==> src/rtl/ddr2_tg_pkg.sv <==
// Shared types and constants for the DDR2 write/read-back traffic generator.
package ddr2_tg_pkg;

  typedef enum logic [3:0] {
    StIdle,
    StWrWait,
    StWrReq,
    StWrData,
    StRdWait,
    StRdReq,
    StRdData,
    StPassEnd,
    StDone
  } tg_state_e;

  typedef enum logic [1:0] {
    PAT_INC  = 2'd0,
    PAT_LFSR = 2'd1,
    PAT_WALK = 2'd2,
    PAT_INV  = 2'd3
  } pattern_e;

  localparam logic [15:0] LFSR_SEED = 16'hACE1;
  // x^16+x^14+x^13+x^11+1 in right-shifting form: feedback taken from bits 0,2,3,5.
  localparam logic [15:0] LFSR_TAPS = 16'h002D;

  function automatic logic [15:0] lfsr_next(input logic [15:0] s);
    return {^(s & LFSR_TAPS), s[15:1]};
  endfunction

endpackage

==> src/rtl/ddr2_traffic_gen_if.sv <==
// App-port handshake between the traffic generator (master) and the DDR2 controller (slave).
interface ddr2_traffic_gen_if #(
  parameter int unsigned ADDR_WIDTH = 26,
  parameter int unsigned DATA_WIDTH = 32
) ();

  logic                  wr_req;
  logic [ADDR_WIDTH-1:0] wr_addr;
  logic                  wr_ack;
  logic                  wr_data_req;
  logic [DATA_WIDTH-1:0] wr_data;
  logic                  rd_req;
  logic [ADDR_WIDTH-1:0] rd_addr;
  logic                  rd_ack;
  logic                  rd_data_valid;
  logic [DATA_WIDTH-1:0] rd_data;

  modport master (
    output wr_req, wr_addr, wr_data, rd_req, rd_addr,
    input  wr_ack, wr_data_req, rd_ack, rd_data_valid, rd_data
  );

  modport slave (
    input  wr_req, wr_addr, wr_data, rd_req, rd_addr,
    output wr_ack, wr_data_req, rd_ack, rd_data_valid, rd_data
  );

endinterface

==> src/rtl/ddr2_tg_pattern.sv <==
// Beat data generator: holds the pass-global beat index and LFSR state, emits the current beat.
module ddr2_tg_pattern
  import ddr2_tg_pkg::*;
#(
  parameter int unsigned DATA_WIDTH = 32
) (
  input  logic                  clk,
  input  logic                  rst,
  input  pattern_e              pattern,
  input  logic                  advance,
  input  logic                  restart,
  output logic [DATA_WIDTH-1:0] data
);

  logic [15:0] beat_q;
  logic [15:0] lfsr_q;

  // restart wins over advance so the last beat of a phase can rewind in the same cycle
  always_ff @(posedge clk or posedge rst) begin
    if (rst) begin
      beat_q <= '0;
      lfsr_q <= LFSR_SEED;
    end else if (restart) begin
      beat_q <= '0;
      lfsr_q <= LFSR_SEED;
    end else if (advance) begin
      beat_q <= beat_q + 16'd1;
      lfsr_q <= lfsr_next(lfsr_q);
    end
  end

  always_comb begin
    data = '0;
    unique case (pattern)
      PAT_INC:  data = {(DATA_WIDTH / 16){beat_q}};
      PAT_LFSR: data = {(DATA_WIDTH / 16){lfsr_q}};
      PAT_WALK: data = DATA_WIDTH'(1) << (32'(beat_q) % DATA_WIDTH);
      PAT_INV:  data = ~{(DATA_WIDTH / 16){beat_q}};
      default:  data = '0;
    endcase
  end

endmodule

==> src/rtl/ddr2_traffic_gen.sv <==
// Write/read-back traffic generator and checker for the DDR2 controller app port.
module ddr2_traffic_gen
  import ddr2_tg_pkg::*;
#(
  parameter int unsigned ADDR_WIDTH = 26,
  parameter int unsigned DATA_WIDTH = 32,
  parameter int unsigned BURST_LEN  = 8,
  parameter int unsigned NUM_BURSTS = 64,
  parameter int unsigned BASE_ADDR  = 0,
  parameter int unsigned ADDR_STEP  = 16,
  parameter int unsigned WR_DELAY   = 100,
  parameter int unsigned RD_DELAY   = 200
) (
  input  logic                  sys_clk,
  input  logic                  sys_rst,
  input  logic                  init_done,
  input  logic [1:0]            pattern_sel,
  input  logic                  loop_en,
  ddr2_traffic_gen_if.master    app,
  output logic                  wr_over,
  output logic                  rd_error,
  output logic [15:0]           err_cnt,
  output logic [ADDR_WIDTH-1:0] first_err_addr,
  output logic [15:0]           pass_cnt,
  output logic                  busy
);

  localparam logic [ADDR_WIDTH-1:0] BaseAddr = ADDR_WIDTH'(BASE_ADDR);
  localparam logic [ADDR_WIDTH-1:0] AddrStep = ADDR_WIDTH'(ADDR_STEP);
  localparam logic [7:0]            LastBeat = 8'(BURST_LEN - 1);
  localparam logic [31:0]           LastBurst = 32'(NUM_BURSTS - 1);

  tg_state_e             state_q, state_d;
  pattern_e              pattern_q, pattern_d;
  logic [31:0]           delay_q, delay_d;
  logic [31:0]           burst_q, burst_d;
  logic [7:0]            beat_q, beat_d;
  logic [ADDR_WIDTH-1:0] addr_q, addr_d;
  logic                  wr_over_q, wr_over_d;
  logic                  rd_error_q, rd_error_d;
  logic [15:0]           err_cnt_q, err_cnt_d;
  logic [ADDR_WIDTH-1:0] first_err_q, first_err_d;
  logic [15:0]           pass_cnt_q, pass_cnt_d;
  logic                  gen_restart, wr_advance, rd_advance;
  logic [DATA_WIDTH-1:0] wr_beat, exp_beat;

  ddr2_tg_pattern #(.DATA_WIDTH(DATA_WIDTH)) u_wr_gen (
    .clk     (sys_clk),
    .rst     (sys_rst),
    .pattern (pattern_q),
    .advance (wr_advance),
    .restart (gen_restart),
    .data    (wr_beat)
  );

  ddr2_tg_pattern #(.DATA_WIDTH(DATA_WIDTH)) u_exp_gen (
    .clk     (sys_clk),
    .rst     (sys_rst),
    .pattern (pattern_q),
    .advance (rd_advance),
    .restart (gen_restart),
    .data    (exp_beat)
  );

  always_comb begin
    state_d     = state_q;
    pattern_d   = pattern_q;
    delay_d     = '0;
    burst_d     = burst_q;
    beat_d      = beat_q;
    addr_d      = addr_q;
    wr_over_d   = wr_over_q;
    rd_error_d  = rd_error_q;
    err_cnt_d   = err_cnt_q;
    first_err_d = first_err_q;
    pass_cnt_d  = pass_cnt_q;
    gen_restart = 1'b0;
    wr_advance  = 1'b0;
    rd_advance  = 1'b0;

    unique case (state_q)
      StIdle: begin
        if (init_done) begin
          pattern_d   = pattern_e'(pattern_sel);
          burst_d     = '0;
          beat_d      = '0;
          addr_d      = BaseAddr;
          gen_restart = 1'b1;
          state_d     = StWrWait;
        end
      end
      StWrWait: begin
        if (delay_q == WR_DELAY) state_d = StWrReq;
        else                     delay_d = delay_q + 32'd1;
      end
      StWrReq: if (app.wr_ack) state_d = StWrData;
      StWrData: begin
        if (app.wr_data_req) begin
          wr_advance = 1'b1;
          beat_d     = beat_q + 8'd1;
          if (beat_q == LastBeat) begin
            beat_d = '0;
            if (burst_q == LastBurst) begin
              burst_d     = '0;
              addr_d      = BaseAddr;
              wr_over_d   = 1'b1;
              gen_restart = 1'b1;
              state_d     = StRdWait;
            end else begin
              burst_d = burst_q + 32'd1;
              addr_d  = addr_q + AddrStep;
              state_d = StWrReq;
            end
          end
        end
      end
      StRdWait: begin
        if (delay_q == RD_DELAY) state_d = StRdReq;
        else                     delay_d = delay_q + 32'd1;
      end
      StRdReq: if (app.rd_ack) state_d = StRdData;
      StRdData: begin
        if (app.rd_data_valid) begin
          rd_advance = 1'b1;
          if (app.rd_data != exp_beat) begin
            if (err_cnt_q != 16'hFFFF) err_cnt_d = err_cnt_q + 16'd1;
            rd_error_d = 1'b1;
            if (!rd_error_q) first_err_d = addr_q;
          end
          beat_d = beat_q + 8'd1;
          if (beat_q == LastBeat) begin
            beat_d = '0;
            if (burst_q == LastBurst) begin
              state_d = StPassEnd;
            end else begin
              burst_d = burst_q + 32'd1;
              addr_d  = addr_q + AddrStep;
              state_d = StRdReq;
            end
          end
        end
      end
      StPassEnd: begin
        pass_cnt_d = pass_cnt_q + 16'd1;
        if (loop_en) begin
          pattern_d   = pattern_e'(pattern_sel);
          burst_d     = '0;
          beat_d      = '0;
          addr_d      = BaseAddr;
          gen_restart = 1'b1;
          state_d     = StWrWait;
        end else begin
          state_d = StDone;
        end
      end
      StDone:  state_d = StDone;
      default: state_d = StIdle;
    endcase
  end

  always_ff @(posedge sys_clk or posedge sys_rst) begin
    if (sys_rst) begin
      state_q     <= StIdle;
      pattern_q   <= PAT_INC;
      delay_q     <= '0;
      burst_q     <= '0;
      beat_q      <= '0;
      addr_q      <= '0;
      wr_over_q   <= 1'b0;
      rd_error_q  <= 1'b0;
      err_cnt_q   <= '0;
      first_err_q <= '0;
      pass_cnt_q  <= '0;
    end else begin
      state_q     <= state_d;
      pattern_q   <= pattern_d;
      delay_q     <= delay_d;
      burst_q     <= burst_d;
      beat_q      <= beat_d;
      addr_q      <= addr_d;
      wr_over_q   <= wr_over_d;
      rd_error_q  <= rd_error_d;
      err_cnt_q   <= err_cnt_d;
      first_err_q <= first_err_d;
      pass_cnt_q  <= pass_cnt_d;
    end
  end

  assign app.wr_req      = (state_q == StWrReq);
  assign app.rd_req      = (state_q == StRdReq);
  assign app.wr_addr     = addr_q;
  assign app.rd_addr     = addr_q;
  assign app.wr_data     = wr_beat;
  assign wr_over         = wr_over_q;
  assign rd_error        = rd_error_q;
  assign err_cnt         = err_cnt_q;
  assign first_err_addr  = first_err_q;
  assign pass_cnt        = pass_cnt_q;
  assign busy            = (state_q != StIdle) && (state_q != StDone);

endmodule

==> src/flat_wrapper.sv <==
// flat-port wrapper written by rule: the top's interface ports become plain ports
module ddr2_traffic_gen_flat import ddr2_tg_pkg::*;
#(
  parameter int unsigned ADDR_WIDTH = 26,
  parameter int unsigned DATA_WIDTH = 32,
  parameter int unsigned BURST_LEN  = 8,
  parameter int unsigned NUM_BURSTS = 64,
  parameter int unsigned BASE_ADDR  = 0,
  parameter int unsigned ADDR_STEP  = 16,
  parameter int unsigned WR_DELAY   = 100,
  parameter int unsigned RD_DELAY   = 200
)
  (sys_clk, sys_rst, init_done, pattern_sel, loop_en, wr_over, rd_error, err_cnt, first_err_addr, pass_cnt, busy, app_wr_req, app_wr_addr, app_wr_data, app_rd_req, app_rd_addr, app_wr_ack, app_wr_data_req, app_rd_ack, app_rd_data_valid, app_rd_data);
  ddr2_traffic_gen_if #(.ADDR_WIDTH(ADDR_WIDTH), .DATA_WIDTH(DATA_WIDTH)) app_i ();
  input  logic sys_clk;
  input  logic sys_rst;
  input  logic init_done;
  input  logic [1:0] pattern_sel;
  input  logic loop_en;
  output logic wr_over;
  output logic rd_error;
  output logic [15:0] err_cnt;
  output logic [ADDR_WIDTH-1:0] first_err_addr;
  output logic [15:0] pass_cnt;
  output logic busy;
  output wire logic [$bits(app_i.wr_req)-1:0] app_wr_req;
  output wire logic [$bits(app_i.wr_addr)-1:0] app_wr_addr;
  output wire logic [$bits(app_i.wr_data)-1:0] app_wr_data;
  output wire logic [$bits(app_i.rd_req)-1:0] app_rd_req;
  output wire logic [$bits(app_i.rd_addr)-1:0] app_rd_addr;
  input wire logic [$bits(app_i.wr_ack)-1:0] app_wr_ack;
  input wire logic [$bits(app_i.wr_data_req)-1:0] app_wr_data_req;
  input wire logic [$bits(app_i.rd_ack)-1:0] app_rd_ack;
  input wire logic [$bits(app_i.rd_data_valid)-1:0] app_rd_data_valid;
  input wire logic [$bits(app_i.rd_data)-1:0] app_rd_data;
  assign app_wr_req = app_i.wr_req;
  assign app_wr_addr = app_i.wr_addr;
  assign app_wr_data = app_i.wr_data;
  assign app_rd_req = app_i.rd_req;
  assign app_rd_addr = app_i.rd_addr;
  assign app_i.wr_ack = app_wr_ack;
  assign app_i.wr_data_req = app_wr_data_req;
  assign app_i.rd_ack = app_rd_ack;
  assign app_i.rd_data_valid = app_rd_data_valid;
  assign app_i.rd_data = app_rd_data;
  ddr2_traffic_gen #(.ADDR_WIDTH(ADDR_WIDTH), .DATA_WIDTH(DATA_WIDTH), .BURST_LEN(BURST_LEN), .NUM_BURSTS(NUM_BURSTS), .BASE_ADDR(BASE_ADDR), .ADDR_STEP(ADDR_STEP), .WR_DELAY(WR_DELAY), .RD_DELAY(RD_DELAY)) u_core (.sys_clk(sys_clk), .sys_rst(sys_rst), .init_done(init_done), .pattern_sel(pattern_sel), .loop_en(loop_en), .app(app_i), .wr_over(wr_over), .rd_error(rd_error), .err_cnt(err_cnt), .first_err_addr(first_err_addr), .pass_cnt(pass_cnt), .busy(busy));
endmodule
==> config.mk <==
export PLATFORM = sky130hd
export DESIGN_NAME = ddr2_traffic_gen_flat
export DESIGN_NICKNAME = d
export VERILOG_FILES = /design/src/rtl/ddr2_tg_pkg.sv /design/src/rtl/ddr2_traffic_gen_if.sv /design/src/rtl/ddr2_tg_pattern.sv /design/src/rtl/ddr2_traffic_gen.sv /design/src/flat_wrapper.sv
export SDC_FILE = /design/constraint.sdc
export NUM_CORES = 1
export LEC_CHECK = 0
export CORE_UTILIZATION = 50
export CTS_CLUSTER_DIAMETER = 100
export DETAILED_ROUTE_END_ITERATION = 16
export GPL_ROUTABILITY_DRIVEN = 0
export GPL_TIMING_DRIVEN = 0
export PLACE_DENSITY = 0.83
export SYNTH_ARGS = -nofsm -noshare
export SYNTH_HDL_FRONTEND = slang
export SYNTH_SLANG_ARGS = --single-unit
==> constraint.sdc <==
create_clock -name sys_clk -period 11 [get_ports sys_clk]
set_clock_uncertainty 0.1 [all_clocks]
set_input_delay 1.1 -clock sys_clk [delete_from_list [all_inputs] [get_ports sys_clk]]
set_output_delay 1.1 -clock sys_clk [all_outputs]
set_load 0.1 [all_outputs]
==> out/qor.csv <==
metric,value,unit
final design area excluding fillers,0.01566,mm²
"Async S/R FF share, synth",100.0,%
most area-consuming cells after synthesis,"dfrtp_1 (41%), xor2_1 (6.6%), nor2_1 (4.9%), nand2_1 (4.8%), xnor2_1 (4.0%)",
cells after synthesis,1382,
clk slew on worst S/H paths,0.06,ns
DR iter-0 viols,720,
layout filler cell count,1921,
Critical Setup Path Class,flip-flop to primary output,
Main synth FF type,dfrtp_1,
Routed Antenna Nets,0,
fin cells,1938,
power per cell area,226.8,mW/mm²
Pre-antenna DRT Iters,6,
post-layout min period,5.688,ns
number of flip-flops and latches in the synthesized netlist,220,
TritonCTS Buffers,24,
drt drc,0,
switch share,47.83,%
post-CTS setup repair buffer count,0,
kind of start point of the critical path,flip-flop,
sw power,1698,µW
die area,0.02577,mm²
Final Hold Violating Endpoints,0,
type of the tightest min-delay check,flip-flop to flip-flop,
total core area,0.02446,mm²
initial antenna violation count,0,
net count of the finished layout,1657,
HPWL after detailed placement,23320,µm
Setup WS post-layout,5.312,ns
maximum operating frequency,175.8,MHz
overall overflow remaining after global route,0,
"critical path fanouts, max",10,
cell count after placement,1894,
count of vias placed by the detailed router,11108,
final period utilization,51.71,%
clock tree from TritonCTS,done,
CP endpoint kind,primary output,
sequential share of the synthesized area,43.98,%
clock sinks,220,
routed wire length,32620,µm
total of endpoints with negative setup slack in the final report,0,
signal arrival time at the worst endpoint,4.49,ns
count of maximum capacitance violations,0,
Syn-to-layout area delta,24.60,%
largest net degree at the start of global routing,117,
Syn Std Cell Area,0.01256,mm²
portion of total power attributed to the clock network,24.1,%
max_slew headroom,32.02,%
post-cts hold buffer count,0,
initial cell density of the core,51.36,%
Total GRT Usage,25.13,%
average wire length per cell after detail routing,16.83,µm
mean instance size in the synthesized netlist,9.092,µm²
run status,"complete, no violations",
Yosys Warn Count,0,
CTS H-Tree Depth,1,
via count of the first global-routing pass,10674,
leak pwr,0.006656,µW
top-count cell post-synth,dfrtp_1,
Clk Tree Root Cell,clkbuf_16,
number of top-level pins,189,
post-placement worst setup slack,6.060,ns
global-route wire length before repair,53490,µm
number of slew-limit violations in the final report,0,
cts repair resizes,0,
slew at the pin closest to its max-slew limit,1.017,ns
count of buffers inserted at the top-level ports,176,
detailed-route vias per instance,5.732,
"area leader, netlist",dfrtp_1,
internal power component,1852,µW
Comb power frac,49.2,%
Skew-Pair Late Insertion Delay,0.52,ns
# diodes,0,
die boundary height,160.5,µm
Required @ worst endpoint,9.80,ns
distinct cell type count of the synthesized netlist,71,
aggregate negative setup slack,0,ns
top cell types by occurrence after synthesis,"dfrtp_1 (204), nor2_1 (163), nand2_1 (162), xor2_1 (95), o21ai_0 (69)",
Yosys top cell area share,40.63,%
fraction of layout instances using a drive strength above 1,9.356,%
RSZ-0062 raised after global routing,no,
maximum vdd ir drop,0.3365,mV
number of synthesized flops with an enable pin,0,
Sequential Power Share,26.6,%
row count,57,
horizontal die dimension,160.5,µm
"buffers from clock root to sink, at most",3,
dpl cell area,0.01481,mm²
==> cells by family (layout without fill, tap and decap cells) <==
family / count (synthesis) / count (layout) / share of synthesized area, %
AND/OR/NAND/NOR: 612 / 612 / 24.29
flip-flops: 220 / 220 / 43.98
AO/OA/AOI/OAI: 206 / 206 / 10.36
XOR/XNOR: 152 / 152 / 10.60
buffers and inverters: 141 / 362 / 5.537
multiplexers: 31 / 31 / 3.326
adder cells (fa/ha/maj): 19 / 19 / 1.892
other: 1 / 12 / 0.02985
==> routing by layer <==
| layer | vias to the layer above | track usage (%) | part of all wire [%] |
|---|---|---|---|
| li1 | 5182 | - | - |
| met1 | 5432 | 33.12 | 42 |
| met2 | 411 | 43.31 | 50 |
| met3 | 83 | 2.789 | 5.7 |
| met4 | 0 | 7.922 | 2.9 |
| met5 | - | 0 | 0 |
==> critical path, stage by stage, from the launching register on <==
cell and delay [ns]:
dfrtp_1 0.42, clkbuf_1 0.43, clkbuf_1 0.50, buf_1 0.40
clkbuf_1 0.45, nand3_1 0.28, o21ai_0 0.30, clkdlybuf4s50_1 1.18
==> per-stage QoR <==
step / power (µW) / utilization (%) / hold slack [ns]
2_1_floorplan: 2278 / - / 0.3528
3_3_place_gp: 2659 / 60.39 / 0.3652
3_5_place_dp: 2686 / 60.53 / 0.3716
4_1_cts: 3551 / 64.00 / 0.3850
5_1_grt: 3698 / 64.00 / 0.4078
6_report: 3551 / 64.00 / 0.3786
==> placed cells by master (no fill, tap or decap), types with 12 or more instances in the layout <==
master / count
nand2b_1: 16
clkbuf_1: 50
nand3_1: 65
xor2_1: 95
conb_1: 12
nand4_1: 43
xnor2_1: 57
mux2_4: 20
o211ai_1: 27
inv_1: 40
dfrtp_1: 204
a21oi_1: 49
nand2_1: 162
clkbuf_16: 25
or3_1: 13
clkdlybuf4s50_1: 176
dfstp_2: 16
o32ai_1: 16
and3_1: 27
nor3_1: 23
o21ai_0: 69
ha_1: 19
buf_4: 34
nor2_1: 163
nor4_1: 24
==> worst paths after layout <==
path	from	endpoint	slack, ns	cells after the start
max in group asynchronous	sys_rst	u_core.u_exp_gen.beat_q[10]$_DFFE_PP0P_	8.77	3
min in group asynchronous	sys_rst	u_core.pass_cnt[13]$_DFFE_PP0P_	0.99	2
setup / recovery	u_core.pattern_q[1]$_DFFE_PP0P_	app_wr_data[17]	5.31	7
setup reg to reg	u_core.burst_q[6]$_DFFE_PP0P_	u_core.u_wr_gen.beat_q[12]$_DFFE_PP0P_	6.87	10
hold / removal	u_core.pass_cnt[15]$_DFFE_PP0P_	u_core.pass_cnt[15]$_DFFE_PP0P_	0.38	1
hold reg to reg	u_core.pass_cnt[15]$_DFFE_PP0P_	u_core.pass_cnt[15]$_DFFE_PP0P_	0.38	1
==> state kept, by name, indices dropped and copies added (netlist names), 8 cells and up <==
name                     cells
u_core.u_exp_gen.beat_q     16
u_core.u_wr_gen.lfsr_q      16
u_core.beat_q                8
u_core.err_cnt              16
u_core.pass_cnt             16
u_core.first_err_addr       22
u_core.app.rd_addr          22
u_core.delay_q              32
u_core.u_wr_gen.beat_q      16
u_core.u_exp_gen.lfsr_q     16
u_core.burst_q              32
==> final cells by class <==
cell class | instances | area, µm² | share of cell area (%)
Sequential cell | 220 | 5525 | 35.29
Tap cell | 324 | 405.4 | 2.590
Clock buffer | 30 | 664.4 | 4.244
Multi-Input combinational cell | 1032 | 6385 | 40.78
Clock inverter | 14 | 182.7 | 1.167
Buffer | 100 | 541.8 | 3.461
Inverter | 41 | 161.4 | 1.031
Timing Repair Buffer | 177 | 1789 | 11.43
==> power by group through the flow <==
stage / combinational, µW / sequential [µW] / clock [µW]
6_report: 1750 / 946 / 857
2_1_floorplan: 1310 / 968 / 0
3_3_place_gp: 1700 / 954 / 0
5_1_grt: 1840 / 953 / 908
3_5_place_dp: 1730 / 957 / 0
4_1_cts: 1740 / 944 / 870
Note: power is estimated with default switching activity, not from simulation.
